==> config.mk <==
export PLATFORM = sky130hd
export DESIGN_NAME = reflex_ctrl
export DESIGN_NICKNAME = d
export VERILOG_FILES = /design/src/rtl/reflex_ctrl.sv
export SDC_FILE = /design/constraint.sdc
export NUM_CORES = 1
export LEC_CHECK = 0
export ABC_AREA = 0
export BUFFER_PORTS_ARGS = -buffer_cell sky130_fd_sc_hd__buf_4
export CORE_MARGIN = 8
export CORE_UTILIZATION = 40
export CTS_BUF_LIST = sky130_fd_sc_hd__clkbuf_8 sky130_fd_sc_hd__clkbuf_16
export CTS_CLUSTER_SIZE = 28
export DETAILED_ROUTE_END_ITERATION = 10
export HOLD_SLACK_MARGIN = 0.02
export MAX_ROUTING_LAYER = met4
export SKIP_CTS_REPAIR_TIMING = 1
export SYNTH_ARGS = -nofsm -noshare
export SYNTH_HDL_FRONTEND = slang
export SYNTH_SLANG_ARGS = --single-unit
==> constraint.sdc <==
create_clock -name ck -period 4.5 [get_ports ck]
set_input_delay 0.675 -clock ck [delete_from_list [all_inputs] [get_ports ck]]
set_output_delay 0.675 -clock ck [all_outputs]
set_load 0.01 [all_outputs]
==> src/rtl/reflex_ctrl.sv <==
// reflex_ctrl - trial sequencer for the reflex-measurement datapath.
//
// Each start pulse in IDLE runs one trial. A pseudo-random pre-light delay
// (DELAY_MIN + masked LFSR bits, in ticks) is followed by the lamp, and the
// reaction time is counted in ticks. A press during the delay is an error:
// the external 2-bit penalty counter is loaded with the new error count,
// decremented every PEN_TICKS ticks, and the trial resumes with a fresh delay
// once that counter reports empty. The fourth early press aborts the trial.
//
// Optional build macro: REFLEX_BEST_EN keeps the best valid reaction time on
// best_rt. Without it best_rt is tied to all-ones.
//
// Ports:
//   ck               clock
//   rst_n            asynchronous active-low reset
//   start            single-cycle trial start request (IDLE only)
//   btn              synchronized, debounced button level
//   end_wait         penalty counter empty flag
//   load_wait        load penalty counter with new_error_count
//   dec_wait         decrement penalty counter
//   new_error_count  value loaded into penalty counter
//   led              stimulus lamp
//   busy             trial in progress
//   done             one-cycle result strobe
//   fail             trial aborted on the fourth early press
//   timeout          no press within TIMEOUT ticks
//   rt               reaction time in ticks (all-ones on timeout)
//   errors           early presses in the current trial
//   best_rt          best valid reaction time since reset
//
// state  | meaning
// -------+---------------------------------------------------------------
// IDLE   | waiting for start
// DELAY  | random pre-light delay running, early press -> PLOAD
// PLOAD  | one cycle: count the error and load the penalty counter, or fail
// PWAIT  | penalty running, dec_wait every PEN_TICKS ticks until end_wait
// LIGHT  | lamp on, reaction time counting
// DONE   | one cycle result strobe

module reflex_ctrl #(
    parameter int          TICK_DIV  = 1000,
    parameter int          DELAY_MIN = 500,
    parameter logic [7:0]  DLY_MASK  = 8'hFF,
    parameter int          PEN_TICKS = 250,
    parameter int          TIME_W    = 12,
    parameter int          TIMEOUT   = 2000,
    parameter logic [15:0] SEED      = 16'hACE1
) (
    input  logic              ck,
    input  logic              rst_n,
    input  logic              start,
    input  logic              btn,
    input  logic              end_wait,
    output logic              load_wait,
    output logic              dec_wait,
    output logic [1:0]        new_error_count,
    output logic              led,
    output logic              busy,
    output logic              done,
    output logic              fail,
    output logic              timeout,
    output logic [TIME_W-1:0] rt,
    output logic [1:0]        errors,
    output logic [TIME_W-1:0] best_rt
);

    localparam int             PRE_W   = (TICK_DIV > 2) ? $clog2(TICK_DIV) : 1;
    localparam logic [PRE_W-1:0] PRE_TOP = PRE_W'(TICK_DIV - 1);
    localparam int             CNT_W   = 16;

    typedef enum logic [2:0] {
        S_IDLE, S_DELAY, S_PLOAD, S_PWAIT, S_LIGHT, S_DONE
    } state_t;

    state_t            r_state;
    logic [PRE_W-1:0]  r_pre;
    logic [CNT_W-1:0]  r_cnt;      // delay ticks left in DELAY, ticks to next dec_wait in PWAIT
    logic [TIME_W-1:0] r_rtc;
    logic [15:0]       r_lfsr;
    logic              r_btn_q;
    logic              r_first;    // first PWAIT cycle: end_wait still shows the pre-load value

    logic              w_tick;
    logic              w_btn_edge;
    logic              w_cnt_last;
    logic [15:0]       w_lfsr_next;
    logic [CNT_W-1:0]  w_draw;

    assign w_tick      = (r_pre == '0);
    assign w_btn_edge  = btn & ~r_btn_q;
    // Expire on the tick that would take the counter to zero, so a load of N
    // gives exactly N ticks.
    assign w_cnt_last  = (r_cnt <= CNT_W'(1));
    assign w_lfsr_next = {1'b0, r_lfsr[15:1]} ^ (r_lfsr[0] ? 16'hB400 : 16'h0000);
    assign w_draw      = CNT_W'(DELAY_MIN) + CNT_W'(r_lfsr[7:0] & DLY_MASK);

    always_ff @(posedge ck or negedge rst_n) begin
        if (!rst_n) begin
            r_state         <= S_IDLE;
            r_pre           <= PRE_TOP;
            r_cnt           <= '0;
            r_rtc           <= '0;
            r_lfsr          <= SEED;
            r_btn_q         <= 1'b0;
            r_first         <= 1'b0;
            load_wait       <= 1'b0;
            dec_wait        <= 1'b0;
            new_error_count <= 2'd0;
            led             <= 1'b0;
            busy            <= 1'b0;
            done            <= 1'b0;
            fail            <= 1'b0;
            timeout         <= 1'b0;
            rt              <= '0;
            errors          <= 2'd0;
        end else begin
            r_btn_q   <= btn;
            r_lfsr    <= w_lfsr_next;
            r_pre     <= w_tick ? PRE_TOP : r_pre - 1'b1;
            load_wait <= 1'b0;
            dec_wait  <= 1'b0;
            done      <= 1'b0;

            // Every transition below also restarts the prescaler.
            case (r_state)
                S_IDLE: begin
                    if (start) begin
                        r_state <= S_DELAY;
                        r_pre   <= PRE_TOP;
                        r_cnt   <= w_draw;
                        busy    <= 1'b1;
                        errors  <= 2'd0;
                        fail    <= 1'b0;
                        timeout <= 1'b0;
                    end
                end
                S_DELAY: begin
                    if (w_btn_edge) begin
                        r_state <= S_PLOAD;
                        r_pre   <= PRE_TOP;
                    end else if (w_tick) begin
                        if (w_cnt_last) begin
                            r_state <= S_LIGHT;
                            r_pre   <= PRE_TOP;
                            r_rtc   <= '0;
                            led     <= 1'b1;
                        end else begin
                            r_cnt <= r_cnt - 1'b1;
                        end
                    end
                end
                S_PLOAD: begin
                    r_pre <= PRE_TOP;
                    if (errors == 2'd3) begin
                        r_state <= S_DONE;
                        done    <= 1'b1;
                        fail    <= 1'b1;
                    end else begin
                        r_state         <= S_PWAIT;
                        r_first         <= 1'b1;
                        r_cnt           <= CNT_W'(PEN_TICKS);
                        errors          <= errors + 2'd1;
                        new_error_count <= errors + 2'd1;
                        load_wait       <= 1'b1;
                    end
                end
                S_PWAIT: begin
                    if (!r_first && end_wait) begin
                        r_state <= S_DELAY;
                        r_pre   <= PRE_TOP;
                        r_cnt   <= w_draw;
                    end else begin
                        r_first <= 1'b0;
                        if (w_tick) begin
                            if (w_cnt_last) begin
                                dec_wait <= 1'b1;
                                r_cnt    <= CNT_W'(PEN_TICKS);
                            end else begin
                                r_cnt <= r_cnt - 1'b1;
                            end
                        end
                    end
                end
                S_LIGHT: begin
                    if (w_btn_edge) begin
                        // Checked before the timeout so a press in the timeout
                        // cycle reports rt=TIMEOUT.
                        r_state <= S_DONE;
                        r_pre   <= PRE_TOP;
                        led     <= 1'b0;
                        done    <= 1'b1;
                        rt      <= r_rtc;
                    end else if (r_rtc == TIME_W'(TIMEOUT)) begin
                        r_state <= S_DONE;
                        r_pre   <= PRE_TOP;
                        led     <= 1'b0;
                        done    <= 1'b1;
                        timeout <= 1'b1;
                        rt      <= '1;
                    end else if (w_tick) begin
                        r_rtc <= r_rtc + 1'b1;
                    end
                end
                S_DONE: begin
                    r_state <= S_IDLE;
                    r_pre   <= PRE_TOP;
                    busy    <= 1'b0;
                end
                default: begin
                    r_state <= S_IDLE;
                    r_pre   <= PRE_TOP;
                    busy    <= 1'b0;
                    led     <= 1'b0;
                end
            endcase
        end
    end

`ifdef REFLEX_BEST_EN
    logic [TIME_W-1:0] r_best;
    logic              w_best_upd;

    assign w_best_upd = (r_state == S_LIGHT) && w_btn_edge;

    always_ff @(posedge ck or negedge rst_n) begin
        if (!rst_n) begin
            r_best <= '1;
        end else if (w_best_upd && (r_rtc < r_best)) begin
            r_best <= r_rtc;
        end
    end

    assign best_rt = r_best;
`else
    assign best_rt = '1;
`endif

endmodule
==> impl_results.html <==
<table>
<tr><th>Metric</th><th>Value</th></tr>
<tr><th colspan="2">Timing</th></tr>
<tr><td>Final setup violation count</td><td>0</td></tr>
<tr><td>Final min period</td><td>approximately 2.8 ns</td></tr>
<tr><td>RSZ-0062 raised after global routing</td><td>no</td></tr>
<tr><td>Worst Max-Slew Pin Slew</td><td>roughly 1 ns</td></tr>
<tr><td>Setup TNS Final</td><td>0 ns</td></tr>
<tr><td>Maximum clock skew at final layout</td><td>about 0.016 ns</td></tr>
<tr><td>Worst slew margin</td><td>31.9%</td></tr>
<tr><td>Final worst hold slack</td><td>0.358 ns</td></tr>
<tr><td>Endpoints failing hold</td><td>0</td></tr>
<tr><td>Max-slew violations</td><td>0</td></tr>
<tr><td>Final setup slack of the worst path</td><td>about 1.7 ns</td></tr>
<tr><td>Max frequency</td><td>0.354 GHz</td></tr>
<tr><td>Final period utilization</td><td>between 60% and 70%</td></tr>
<tr><th colspan="2">Power</th></tr>
<tr><td>Seq pwr share</td><td>a little over two fifths</td></tr>
<tr><td>Switching Power</td><td>around 950 uW</td></tr>
<tr><td>Internal power</td><td>around 1.5 mW</td></tr>
<tr><td>Worst vdd ir</td><td>~0.26 mV</td></tr>
<tr><td>Cell leakage power</td><td>2.01 nW</td></tr>
<tr><td>Switching Share</td><td>a little under two fifths</td></tr>
<tr><td>Part of the power in the clock network</td><td>21.5%</td></tr>
<tr><td>Combinational group share of total power</td><td>between 30% and 40%</td></tr>
<tr><td>P per Cell Area</td><td>542 nW/um2</td></tr>
<tr><th colspan="2">Route</th></tr>
<tr><td>Residual antenna-violating net count after detailed routing</td><td>0</td></tr>
<tr><td>DRC violation count after routing</td><td>0</td></tr>
<tr><td>Total via count after detailed routing</td><td>approximately 3,200</td></tr>
<tr><td>Aggregate routed wire length</td><td>9110 um</td></tr>
<tr><td>Vias per inst</td><td>5.33</td></tr>
<tr><td>Routed wire per std cell</td><td>~15 um</td></tr>
<tr><td>Initial detailed-routing violation count</td><td>about 260</td></tr>
<tr><td>Initial DRT Pass Iterations</td><td>4</td></tr>
<tr><th colspan="2">Floorplan</th></tr>
<tr><td>Starting density of the core</td><td>between 40% and 50%</td></tr>
<tr><td>Die extent in y</td><td>118 um</td></tr>
<tr><td>Die Span X</td><td>~120 um</td></tr>
<tr><td>Area of the core</td><td>about 10,000 um2</td></tr>
<tr><td>Count of pins on the block boundary</td><td>40</td></tr>
<tr><td>Total Die Area</td><td>between 10,000 and 15,000 um2</td></tr>
<tr><td>Count of standard-cell rows</td><td>37</td></tr>
<tr><th colspan="2">GRT</th></tr>
<tr><td>GRT Max-Usage Layer</td><td>met2</td></tr>
<tr><td>Largest net degree at the start of global routing</td><td>a little over 80</td></tr>
<tr><td>Remaining global-route overflow</td><td>0</td></tr>
<tr><td>Via count of the first global-routing pass</td><td>roughly 3,200</td></tr>
<tr><td>First-pass GRT wire length</td><td>15,900 um</td></tr>
<tr><td>Antenna violations before repair</td><td>0</td></tr>
<tr><td>Met3 demand-to-capacity share in global routing</td><td>3.93%</td></tr>
<tr><td>Met1 usage in global routing</td><td>between 10% and 20%</td></tr>
<tr><td>Met2 Usage GRT</td><td>between 20 and 25%</td></tr>
<tr><td>Overall Global Routing Usage</td><td>14.0%</td></tr>
<tr><th colspan="2">Logic synthesis</th></tr>
<tr><td>Number of enable flip-flop cells after synthesis</td><td>0</td></tr>
<tr><td>Number of synthesis warnings</td><td>0</td></tr>
<tr><td>Avg Synthesized Cell Area</td><td>9.42 um2</td></tr>
<tr><td>Post-synthesis cell count</td><td>about 440</td></tr>
<tr><td>Library cells used by synthesis</td><td>60</td></tr>
<tr><td>Register area share after synthesis</td><td>between 50% and 60%</td></tr>
<tr><td>Post-synth design cell area</td><td>between 4000 and 5000 um2</td></tr>
<tr><td>Primary FF master, synth</td><td>dfrtp_1</td></tr>
<tr><td>Fraction of synthesis flops using an asynchronous set or reset pin</td><td>100%</td></tr>
<tr><td>Number of flip-flops and latches in the synthesized netlist</td><td>approximately 80</td></tr>
<tr><th colspan="2">Critical path</th></tr>
<tr><td>Startpoint class of the critical path</td><td>flop</td></tr>
<tr><td>Count of buffering cells on the critical path with inverters included</td><td>1</td></tr>
<tr><td>Critical path's top delay family</td><td>simple AND/OR/NAND/NOR gates</td></tr>
<tr><td>Worst Path Class, Setup</td><td>flop to flop</td></tr>
<tr><td>Crit path required time</td><td>around 4.8 ns</td></tr>
<tr><td>Logic depth of the worst register-to-register path</td><td>7</td></tr>
<tr><td>Reg2Reg Capture Point</td><td>r_rtc[10]$_DFFE_PN0P_</td></tr>
<tr><td>Worst Setup End Kind</td><td>flop</td></tr>
<tr><td>Arrival time reported for the critical path endpoint</td><td>3.10 ns</td></tr>
<tr><td>Cell with the largest stage delay on the worst path</td><td>dfrtp_1</td></tr>
<tr><td>Max FO, Critical Path</td><td>21</td></tr>
<tr><td>Critical path cell sequence</td><td>nor2_1 -&gt; nand2_1 -&gt; nor2_1 -&gt; buf_4 -&gt; nor3_1 -&gt; nand4_1 -&gt; o21ai_1</td></tr>
<tr><td>Setup slack of the worst register-to-register path</td><td>~1.7 ns</td></tr>
<tr><td>Most used cell, CP</td><td>nor2_1</td></tr>
<tr><td>FF-to-FF Start</td><td>r_state[1]$_DFFE_PN0P_</td></tr>
<tr><td>Highest cell delay on the worst timing path</td><td>0.70 ns</td></tr>
<tr><th colspan="2">CTS</th></tr>
<tr><td>Number of buffers created by CTS</td><td>9</td></tr>
<tr><td>Root Buffer Master</td><td>clkbuf_8</td></tr>
<tr><td>Clock buffer depth</td><td>2</td></tr>
<tr><td>Clock latency on the worst-skew pair</td><td>0.35 ns</td></tr>
<tr><td>CTS tree</td><td>built</td></tr>
<tr><td>Number of clock sinks</td><td>82</td></tr>
<tr><td>H-tree depth reported by CTS</td><td>3</td></tr>
<tr><td>Clock transition at the registers of the reported paths</td><td>0.09 ns</td></tr>
<tr><th colspan="2">Final layout</th></tr>
<tr><td>Nets</td><td>around 470</td></tr>
<tr><td>Antenna cell count</td><td>0</td></tr>
<tr><td>Area of combinational cells with multiple inputs</td><td>between 1500 and 2000 um2</td></tr>
<tr><td>Share of final-layout standard cells stronger than drive strength 1</td><td>between 15 and 20%</td></tr>
<tr><td>Total of fill cells in the finished design</td><td>1,011</td></tr>
<tr><td>Flip-flop and latch area</td><td>a little over 2000 um2</td></tr>
<tr><td>Area growth from synthesis to layout</td><td>11.2%</td></tr>
<tr><th colspan="2">Worst hold path</th></tr>
<tr><td>Cell count of the worst hold path</td><td>0</td></tr>
<tr><td>Startpoint of the lowest-slack hold path</td><td>r_lfsr[9]$_DFF_PN0_</td></tr>
<tr><td>Worst min-delay path endpoint</td><td>r_lfsr[8]$_DFF_PN0_</td></tr>
<tr><td>Classification of the worst-slack hold path</td><td>flop to flop</td></tr>
<tr><th colspan="2">Run</th></tr>
<tr><td>Max-capacitance violation count</td><td>0</td></tr>
<tr><th colspan="2">Placed design</th></tr>
<tr><td>Weighted congestion reported at the end of routability-driven placement</td><td>about 0.82</td></tr>
<tr><td>Count of input and output buffers</td><td>27</td></tr>
<tr><td>Total half-perimeter wirelength after legalization and detailed placement</td><td>approximately 6300 um</td></tr>
<tr><td>DP Worst Slack</td><td>roughly 1.7 ns</td></tr>
<tr><th colspan="2">Run status</th></tr>
<tr><td>Result of the run</td><td>complete, no violations</td></tr>
</table>
==> Yosys cell counts, types with 4 or more instances <==
library cell	instances	share of area, %
dfrtp_1	66	40
nor2_1	50	4.5
nand2_1	46	4.2
o21ai_0	46	5.6
a21oi_1	18	2.2
clkbuf_1	16	1.5
dfstp_2	16	10
inv_1	13	1.2
buf_4	12	2.2
nor3_1	10	1.2
and2_1	9	1.4
xnor2_1	9	1.9
ha_1	7	2.1
nand3_1	7	0.85
o31ai_1	7	1.3
nor4_1	6	0.91
o211ai_1	6	1.1
a31oi_1	5	0.76
nand4_1	5	0.76
nor2b_1	5	0.76
xor2_1	5	1.1
a21o_1	4	0.73
and3_1	4	0.61
nand2b_1	4	0.61
or3_1	4	0.61
==> power groups by stage <==
stage,logic [mW],clock network (mW),registers [mW]
final,0.874,0.535,1.08
after global routing,0.997,0.580,1.11
after CTS,0.880,0.551,1.08
after detailed placement,0.874,0,1.09
after global placement,0.864,0,1.08
after floorplan,0.618,0,1.06
==> layer usage <==
layer	wire [um]	vias up	share of wire [%]
met5	0	-	0
met4	35	0	0.38
met3	438	2	4.8
met2	4250	58	47
met1	4390	1557	48
li1	-	1578	-
==> how the worst max path moves through the flow <==
stage                                 startpoint                    end  slack [ns]  cells after the start
after floorplan               r_pre[0]$_DFF_PN1_   r_cnt[7]$_DFFE_PN0P_        2.17                      8
after global placement    r_state[1]$_DFFE_PN0P_   r_rtc[7]$_DFFE_PN0P_        1.88                      7
after detailed placement  r_state[1]$_DFFE_PN0P_  r_rtc[10]$_DFFE_PN0P_        1.71                      7
after CTS                 r_state[1]$_DFFE_PN0P_  r_rtc[10]$_DFFE_PN0P_        1.69                      7
after global routing      r_state[1]$_DFFE_PN0P_   r_rtc[7]$_DFFE_PN0P_        1.34                      7
final                     r_state[1]$_DFFE_PN0P_  r_rtc[10]$_DFFE_PN0P_        1.67                      7
==> stage by stage <==
stage / cell area [um2] / power (mW) / util [%] / instances
detailed placement: 4390 / 1.96 / 43.1 / 584
CTS: 4590 / 2.51 / 45.0 / 600
finish: 4590 / 2.49 / 45.0 / 600
global route: 4590 / 2.69 / 45.0 / 600
floorplan: 4170 / 1.68 / - / 449
global placement: 4390 / 1.95 / 43.1 / 584
==> cell type report <==
| cell class | count | share of cell area [%] |
|---|---|---|
| repair buffers | 29 | 4.75 |
| clock inverters | 7 | 1.53 |
| clock buffers | 9 | 2.70 |
| well taps | 136 | 3.71 |
| multi-input cells | 324 | 41.1 |
| flip-flops and latches | 82 | 45.2 |
| inverters | 13 | 1.06 |
==> flip-flops by register name, summed over array words and instances, names as in the netlist, 2 cells and up <==
| register | flops |
|---|---|
| r_lfsr | 16 |
| r_cnt | 16 |
| rt | 12 |
| errors | 2 |
| r_state | 3 |
| r_rtc | 12 |
| r_pre | 10 |
| new_error_count | 2 |
==> worst reg2reg max path, stage by stage, from the launching register on <==
cell     delay [ns]
dfrtp_1        0.70
nor2_1         0.25
nand2_1        0.43
nor2_1         0.22
buf_4          0.23
nor3_1         0.60
nand4_1        0.18
o21ai_1        0.15
==> placed cells by master, fill, tap and decap left out, types with 6 or more instances in the layout <==
master,netlist,layout
o211ai_1,6,6
nand2_1,46,46
nor3_1,10,10
nor4_1,6,6
a21oi_1,18,18
dfrtp_1,66,66
ha_1,7,7
nand3_1,7,7
o31ai_1,7,7
inv_1,13,13
dfstp_2,16,16
clkbuf_8,0,9
buf_4,12,29
and2_1,9,9
nor2_1,50,50
xnor2_1,9,9
o21ai_0,46,46
conb_1,1,12
==> logic make-up (layout without fill, tap and decap cells) <==
logic type	after synthesis	after routing	synth area share, %
compound gates	121	121	18.7
simple gates	169	169	20.6
other cells	1	12	0.0909
buf+inv	43	58	5.07
mux	1	1	0.273
flops	82	82	50.2
fa+ha+maj	7	7	2.12
xor+xnor	14	14	2.97
Note: power is estimated with default switching activity, not from simulation.
